==> src/rtl/snapshot_uploader_if.sv <==
// HPS upload port plus SDRAM read port of snapshot_uploader, bundled as one interface.
// The slave modport is the uploader; master is the surrounding hps_io / sdram mux side.
interface snapshot_uploader_if;
  logic        ioctl_upload;
  logic        ioctl_rd;
  logic [24:0] ioctl_addr;
  logic [7:0]  ioctl_din;
  logic        ioctl_wait;
  logic [1:0]  bank_sel;
  logic        mem_rd;
  logic [22:0] mem_a;
  logic [1:0]  mem_bank;
  logic [7:0]  mem_dout;

  modport master (
    output ioctl_upload, ioctl_rd, ioctl_addr, bank_sel, mem_dout,
    input  ioctl_din, ioctl_wait, mem_rd, mem_a, mem_bank
  );

  modport slave (
    input  ioctl_upload, ioctl_rd, ioctl_addr, bank_sel, mem_dout,
    output ioctl_din, ioctl_wait, mem_rd, mem_a, mem_bank
  );
endinterface

==> src/rtl/snapshot_uploader.sv <==
// Serves HPS upload byte requests from SDRAM (one read per byte, ioctl_wait stretched).
// Optional SNAPSHOT_HEADER_EN prepends a 256-byte SNA v3 header to the RAM image.
module snapshot_uploader #(
  parameter logic [22:0] BASE   = 23'h000000,
  parameter int          LEN    = 131072,
  parameter int          RD_LAT = 2
) (
  input  logic                clk_sys,
  input  logic                reset,
  input  logic                ce_ref,
  snapshot_uploader_if.slave  bus,
  output logic                busy,
  output logic                err
);

  typedef enum logic [1:0] {IDLE, ISSUE, WAITD, DONE} state_t;

`ifdef SNAPSHOT_HEADER_EN
  localparam int H = 256;
  localparam logic [15:0] LEN_KB = 16'(LEN / 1024);
`else
  localparam int H = 0;
`endif

  state_t      state, state_d;
  logic        upload_q;
  logic        upload_rise, upload_fall;
  logic        req_ok, rd_err;
  logic        is_hdr, is_oor;
  logic [24:0] off;
  logic [2:0]  cnt;
  logic        capture;

  assign upload_rise = bus.ioctl_upload & ~upload_q;
  assign upload_fall = ~bus.ioctl_upload & upload_q;

  // A request coincident with the upload rising edge is already part of the session.
  assign req_ok  = bus.ioctl_rd & (busy | upload_rise) & (state == IDLE) & ~upload_fall;
  assign rd_err  = bus.ioctl_rd & ~req_ok;
  assign off     = bus.ioctl_addr - 25'(H);
  assign is_oor  = (off >= 25'(LEN));
  assign capture = (state == WAITD) & ce_ref & (cnt == 3'd1) & ~upload_fall;

`ifdef SNAPSHOT_HEADER_EN
  assign is_hdr = (bus.ioctl_addr < 25'(H));

  function automatic logic [7:0] hdr_byte(input logic [7:0] a);
    case (a)
      8'h00:   return 8'h4D;  // "MV - SNA"
      8'h01:   return 8'h56;
      8'h02:   return 8'h20;
      8'h03:   return 8'h2D;
      8'h04:   return 8'h20;
      8'h05:   return 8'h53;
      8'h06:   return 8'h4E;
      8'h07:   return 8'h41;
      8'h10:   return 8'h03;
      8'h6B:   return LEN_KB[7:0];
      8'h6C:   return LEN_KB[15:8];
      default: return 8'h00;
    endcase
  endfunction
`else
  assign is_hdr = 1'b0;
`endif

  // NOTE: sequential state uses non-blocking assignments so every flop samples pre-edge values.
  always_ff @(posedge clk_sys) begin
    if (reset) state <= IDLE;
    else       state <= state_d;
  end

  always_comb begin
    // NOTE: default first so every path assigns state_d and no latch is inferred.
    state_d = state;
    case (state)
      IDLE:    if (req_ok && !is_hdr && !is_oor) state_d = ISSUE;
      ISSUE:   if (ce_ref) state_d = WAITD;
      WAITD:   if (ce_ref && cnt == 3'd1) state_d = DONE;
      DONE:    state_d = IDLE;
      default: state_d = IDLE;
    endcase
    if (upload_fall) state_d = IDLE;
  end

  // Moore outputs straight off the state register, so they track it with no extra delay.
  always_comb begin
    bus.mem_rd     = (state == ISSUE);
    bus.ioctl_wait = (state != IDLE);
  end

  always_ff @(posedge clk_sys) begin
    if (reset) begin
      upload_q      <= 1'b0;
      busy          <= 1'b0;
      err           <= 1'b0;
      bus.mem_bank  <= 2'd0;
      bus.mem_a     <= 23'd0;
      bus.ioctl_din <= 8'hFF;
      cnt           <= 3'd0;
    end else begin
      upload_q <= bus.ioctl_upload;

      if (upload_rise) begin
        busy         <= 1'b1;
        bus.mem_bank <= bus.bank_sel;
      end else if (upload_fall) begin
        busy <= 1'b0;
      end

      err <= (err & ~upload_rise) | rd_err;

      if (req_ok) begin
`ifdef SNAPSHOT_HEADER_EN
        if (is_hdr)      bus.ioctl_din <= hdr_byte(bus.ioctl_addr[7:0]);
        else if (is_oor) bus.ioctl_din <= 8'hFF;
        else             bus.mem_a     <= BASE + off[22:0];
`else
        if (is_oor)      bus.ioctl_din <= 8'hFF;
        else             bus.mem_a     <= BASE + off[22:0];
`endif
      end

      if (state == ISSUE && ce_ref)      cnt <= 3'(RD_LAT);
      else if (state == WAITD && ce_ref) cnt <= cnt - 3'd1;

      if (capture) bus.ioctl_din <= bus.mem_dout;
    end
  end

endmodule

==> src/flat_wrapper.sv <==
// flat-port wrapper written by rule: the top's interface ports become plain ports
module snapshot_uploader_flat 
#(
  parameter logic [22:0] BASE   = 23'h000000,
  parameter int          LEN    = 131072,
  parameter int          RD_LAT = 2
)
  (clk_sys, reset, ce_ref, busy, err, bus_ioctl_upload, bus_ioctl_rd, bus_ioctl_addr, bus_bank_sel, bus_mem_dout, bus_ioctl_din, bus_ioctl_wait, bus_mem_rd, bus_mem_a, bus_mem_bank);
  snapshot_uploader_if bus_i ();
  input  logic clk_sys;
  input  logic reset;
  input  logic ce_ref;
  output logic busy;
  output logic err;
  input wire logic [$bits(bus_i.ioctl_upload)-1:0] bus_ioctl_upload;
  input wire logic [$bits(bus_i.ioctl_rd)-1:0] bus_ioctl_rd;
  input wire logic [$bits(bus_i.ioctl_addr)-1:0] bus_ioctl_addr;
  input wire logic [$bits(bus_i.bank_sel)-1:0] bus_bank_sel;
  input wire logic [$bits(bus_i.mem_dout)-1:0] bus_mem_dout;
  output wire logic [$bits(bus_i.ioctl_din)-1:0] bus_ioctl_din;
  output wire logic [$bits(bus_i.ioctl_wait)-1:0] bus_ioctl_wait;
  output wire logic [$bits(bus_i.mem_rd)-1:0] bus_mem_rd;
  output wire logic [$bits(bus_i.mem_a)-1:0] bus_mem_a;
  output wire logic [$bits(bus_i.mem_bank)-1:0] bus_mem_bank;
  assign bus_i.ioctl_upload = bus_ioctl_upload;
  assign bus_i.ioctl_rd = bus_ioctl_rd;
  assign bus_i.ioctl_addr = bus_ioctl_addr;
  assign bus_i.bank_sel = bus_bank_sel;
  assign bus_i.mem_dout = bus_mem_dout;
  assign bus_ioctl_din = bus_i.ioctl_din;
  assign bus_ioctl_wait = bus_i.ioctl_wait;
  assign bus_mem_rd = bus_i.mem_rd;
  assign bus_mem_a = bus_i.mem_a;
  assign bus_mem_bank = bus_i.mem_bank;
  snapshot_uploader #(.BASE(BASE), .LEN(LEN), .RD_LAT(RD_LAT)) u_core (.clk_sys(clk_sys), .reset(reset), .ce_ref(ce_ref), .bus(bus_i), .busy(busy), .err(err));
endmodule
==> config.mk <==
export PLATFORM = sky130hd
export DESIGN_NAME = snapshot_uploader_flat
export DESIGN_NICKNAME = d
export VERILOG_FILES = /design/src/rtl/snapshot_uploader_if.sv /design/src/rtl/snapshot_uploader.sv /design/src/flat_wrapper.sv
export SDC_FILE = /design/constraint.sdc
export NUM_CORES = 1
export LEC_CHECK = 0
export ABC_AREA = 1
export ABC_CLOCK_PERIOD_IN_PS = 2100
export BUFFER_PORTS_ARGS = -buffer_cell sky130_fd_sc_hd__buf_2
export CORE_MARGIN = 8
export CORE_UTILIZATION = 46
export DETAILED_ROUTE_END_ITERATION = 7
export GPL_TIMING_DRIVEN = 0
export HOLD_SLACK_MARGIN = 0.1
export PLACE_DENSITY_LB_ADDON = 0.1
export SKIP_CTS_REPAIR_TIMING = 1
export SLEW_MARGIN = 20
export SYNTH_ARGS = -nofsm -noshare
export SYNTH_HDL_FRONTEND = slang
export SYNTH_SLANG_ARGS = --single-unit
export TNS_END_PERCENT = 30
==> constraint.sdc <==
create_clock -name clk_sys -period 2.1 [get_ports clk_sys]
set_clock_uncertainty 0.15 [all_clocks]
set_input_delay 0.21 -clock clk_sys [delete_from_list [all_inputs] [get_ports clk_sys]]
set_output_delay 0.21 -clock clk_sys [all_outputs]
set_load 0.05 [all_outputs]
======== Yosys cells after proc, flatten, opt, wreduce, memory -nomap -nowiden ========
Cells that the tools add are included.
word-level totals
  flip-flop bits (word level) ............. 41
  output and inout bits ................... 37
cells by class
  reduce and logical (&&, ||, !) cells .... 16
  order comparisons ....................... 1
  $add $sub $neg .......................... 1
  multiplexer cells ....................... 11
  equal/unequal tests ..................... 7
  bitwise operators ....................... 18
operators with widths
  cell                                                                      number
  25-bit by 18-bit >= comparator with 1-bit output (second input constant)  1
  8-bit two-way mux                                                         3
  1-bit bitwise AND                                                         10
  2-bit two-way mux                                                         5
  2-bit nonzero test                                                        5
  2-bit one-hot mux with 4 select lines                                     1
  2-bit != test (second input constant)                                     3
  1-bit inverter                                                            6
  2-bit == test (second input constant)                                     2
  1-bit logical AND                                                         4
  2-bit AND reduction                                                       2
  2-bit OR reduction                                                        2
  3-bit by 1-bit == test with 1-bit output (second input constant)          1
  3-bit AND reduction                                                       1
  3-bit by 1-bit subtractor with 3-bit output (second input constant)       1
  2-bit by 1-bit == test with 1-bit output (second input constant)          1
  2-bit logical NOT                                                         1
  1-bit two-way mux                                                         2
  1-bit OR                                                                  2
  1-bit logical NOT                                                         1

======== Longest topological paths before layout ========
  depth in word-level cells ............... 9
  mapped depth ............................ 10
  gate-level depth less buffers ........... 10

======== Worst setup path before layout ========
No wires, ideal clock.
  path type ............................... register to register
  start point ............................. register u_core.state[1]
  end point ............................... register u_core.state[0]
  clock period less this slack ............ 1.645 ns
  arrival ................................. 1.379 ns
  slack ................................... 0.455 ns
  setup time .............................. 0.115 ns
  path buffers ............................ 0
  stages on the path, launching flop included .. 10
  path through ............................ dfxtp_1 -> inv_1 -> ha_1 -> nand2_1 -> nand2_1 -> nand2_1 -> nand2_1 -> nand2_1 -> o21ai_0 -> inv_1
RTL lines
  element                                       line                     source
  from (decl)                                   snapshot_uploader.sv:25  state_t state, state_d;
  from (signal assigned)                        snapshot_uploader.sv:70  else state <= state_d;
  2-bit by 1-bit == test with 1-bit output (*)  -
  via bus_mem_rd                                flat_wrapper.sv:22       output wire logic [$bits(bus_i.mem_rd)-1:0] bus_mem_rd;
  2-bit != test (no source line)                -
  3-bit AND reduction (no source line)          -
The timed path passes the listed nets; every way through them passes the cells marked *.
A chain may end at the register's enable or synchronous reset.

======== Final worst setup path ========
  start point ............................. input port bus_ioctl_upload
  end point ............................... register u_core.bus.ioctl_din[7]
on the way
  longest elaborated chain between the ends .. 7
RTL lines
  element                               line                        source
  from (decl)                           flat_wrapper.sv:15          input wire logic [$bits(bus_i.ioctl_upload)-1:0] bus_ioctl_upload;
  1-bit bitwise AND                     snapshot_uploader.sv:34     assign upload_rise = bus.ioctl_upload & ~upload_q;
  1-bit OR                              snapshot_uploader.sv:38     assign req_ok = bus.ioctl_rd & (busy | upload_rise) & (state == IDLE) & ~upload_fall;
  1-bit bitwise AND (3 in a row)        snapshot_uploader.sv:38
  2-bit nonzero test (no source line)   -
  2-bit AND reduction (no source line)  -
  to (signal assigned)                  snapshot_uploader.sv:127    if (capture) bus.ioctl_din <= bus.mem_dout;
  to (decl)                             snapshot_uploader_if.sv:22  output ioctl_din, ioctl_wait, mem_rd, mem_a, mem_bank
Several ways; a longest one is shown, not always the timed one.

==> reports/metrics.cfg <==
[drt]
post-route-drc-count=0
vias_per_cell=4.48
wl_per_cell_um=12.1
drtPass1Iterations=4
antenna_left=0
vias=1699
finalWirelength_um=4570
first_iter_violations=98

[clock_network]
cts_buffers=5
htreeDepth=2
cts_tree=done
cts-root-buf=clkbuf_8
insertion_delay_ns=0.28
clock-sinks=41
clk_pin_slew_worst_paths_ns=0.07
clockBufferDepth=2

[cells_and_area]
drive_above_1_share_pct=29.6
num-nets-final=377
num_antenna_cells=0
area_growth_pct=49.2

[setup_path]
crit_slowest_cell=dlygate4sd3_1
worst_ep_arrival_time_ns=1.93
critPathLaunchType=input port
r2r_end=u_core.bus.ioctl_din[7]
worstSetupPathType=in2reg
end_kind=flip-flop
reg2reg_depth=9
cp-startpoint=bus_ioctl_upload
cp_num_buf_inv=5
r2r_slack_ns=0.44
path_max_fanout=9
path_cells=dlygate4sd3_1 > buf_2 > inv_1 > ha_1 > inv_2 > nand3_1 > nor2_2 > inv_1 > nand2_4 > nand2_4 > nand2_1 > nand3_1
required_ns=2.11
critical-path-top-delay-family=buffers and inverters
slowest_delay_ns=0.51
reg2reg_from=u_core.state[0]

[floorplanning]
die_y_um=77.2
start_util_pct=47.4
io_pins=77
num_rows=22
die_area_mm2=0.00596
coreArea_mm2=0.00363
die_w_um=77.2

[worst_hold_path]
holdPathStages=4
min_path_type=in2reg
min_from=ce_ref
hold_end=u_core.cnt[2]

[sta]
post-route-min-period_ns=1.92
worstMarginPinSlew_ns=0.404
slew_violations=0
rsz0062_at_grt=false
fin_tns_setup_ns=0
fmax_ghz=0.521
hold_viol=0
holdWs_ns=0.137
slew_headroom_pct=73.0
setup_viol=0
period_share_pct=91.4

[power]
p_leak_nw=1.26
p_comb_share_pct=26.6
p_seq_share_pct=41.9
cellInternalPower_mw=1.40
powerDensity_mw_per_mm2=790
clkPwrFrac_pct=31.5
peakVddDrop_mv=0.454
power.share.switching_pct=31.0
p_switching_mw=0.630

[placed_design]
place.gp.congestion=0.753
io_buffers=76
dp_hpwl_um=3250

[logic_synthesis]
synth_top_area_share_pct=47.6
synth_top_cell_by_area=dfxtp_1
netlist_area_mm2=0.00172
ys_seq_area_share_pct=47.6
ys_seq_elements=41
synth_cells=218
ys_top_cells_by_area=dfxtp_1, nor2_1, nand2_1, ha_1, o21ai_1
synth_cell_type_count=22
synth.avg_cell_area_um2=7.90
ys_warn_count=0
syn_nets=265

[job]
cap_viol_max_count=0

[global_route]
antenna_found_initial=0
overflow=0
grt_pass1_vias=1666
grt_pass1_wl_um=7110
grt_usage_pct=13.9
grt_max_degree=13

[status]
status=complete, no violations

==> layout by cell type (no fill, tap or decap), types with 6 or more instances in the layout <==
cell	n
o21ai_0	10
ha_1	7
nand3_1	12
nand2_1	30
clkbuf_8	6
inv_1	18
buf_2	77
dlygate4sd3_1	29
nor2_1	57
o21ai_1	14
dfxtp_1	41
o211ai_1	8
==> worst min-delay path, cell delays in order <==
cell and delay (ns):
buf_2 0.12, nand2_1 0.07, nand2_1 0.08, nor2_1 0.05
==> routing by layer <==
metal	global-route usage [%]	part of all wire (%)
met5	0	0
met4	3.40	0.26
met3	5.24	5.9
met2	24.4	48
met1	15.2	45
==> logic make-up after synthesis <==
logic type	synth area share, %
fa+ha+maj	5.08
simple gates	27.7
buf+inv	8.28
compound gates	11.3
flops	47.6
==> area by class of cell <==
cell class                 instances  area (um^2)
fill                             308         1060
sequential                        41          821
multi-input combinational        149          759
timing repair buffer             105          671
inverter                          21         88.8
clock buffer                       7         86.3
tap                               48         60.1
buffer                             7         53.8
clock inverter                     1         30.0
==> synth_stat cells <==
| library cell | count |
|---|---|
| nor2_1 | 57 |
| dfxtp_1 | 41 |
| nand2_1 | 30 |
| inv_1 | 18 |
| o21ai_1 | 14 |
| nand3_1 | 12 |
| o21ai_0 | 10 |
| o211ai_1 | 8 |
| ha_1 | 7 |
| nand2_4 | 4 |
| a21oi_1 | 3 |
| clkbuf_1 | 3 |
| buf_6 | 2 |
| buf_2 | 1 |
| buf_8 | 1 |
| clkinv_4 | 1 |
| inv_2 | 1 |
| inv_6 | 1 |
| nand2_2 | 1 |
| nand4_4 | 1 |
| nor2_2 | 1 |
| nor2_4 | 1 |
==> through the flow <==
step                total power, mW  instance area, um^2  util [%]  worst slack (ns)  std cells
finish                         2.03                 2570      70.7             0.181        379
global placement               1.36                 2160      59.5             0.418        342
global route                   2.14                 2570      70.7            0.0262        379
floorplan                      1.24                 1720         -             0.455        218
detailed placement             1.37                 2160      59.5             0.413        342
CTS                            2.00                 2280      62.7             0.416        350
==> registers in the layout (all words and copies together), names as in the netlist <==
register,flops
u_core.bus.mem_a,23
u_core.bus.ioctl_din,8
u_core.bus.mem_bank,2
u_core.cnt,3
u_core.err,1
u_core.state,2
u_core.upload_q,1
u_core.busy,1
==> power groups by stage <==
stage / sequential [mW] / clock (mW) / combinational (mW)
after global placement: 0.867 / 0 / 0.497
after floorplan: 0.960 / 0 / 0.285
after CTS: 0.850 / 0.650 / 0.501
final: 0.850 / 0.640 / 0.541
after global routing: 0.858 / 0.683 / 0.601
after detailed placement: 0.869 / 0 / 0.499
==> worst max-delay path by stage <==
stage / endpoint / slack (ns) / cells past startpoint
after floorplan: u_core.state[0] / 0.46 / 9
after global placement: u_core.bus.ioctl_din[2] / 0.42 / 11
after detailed placement: u_core.bus.ioctl_din[4] / 0.41 / 11
after CTS: u_core.bus.ioctl_din[7] / 0.42 / 9
after global routing: u_core.bus.ioctl_din[1] / 0.03 / 12
final: u_core.bus.ioctl_din[7] / 0.18 / 12
Power figures use the tool's default switching activity.
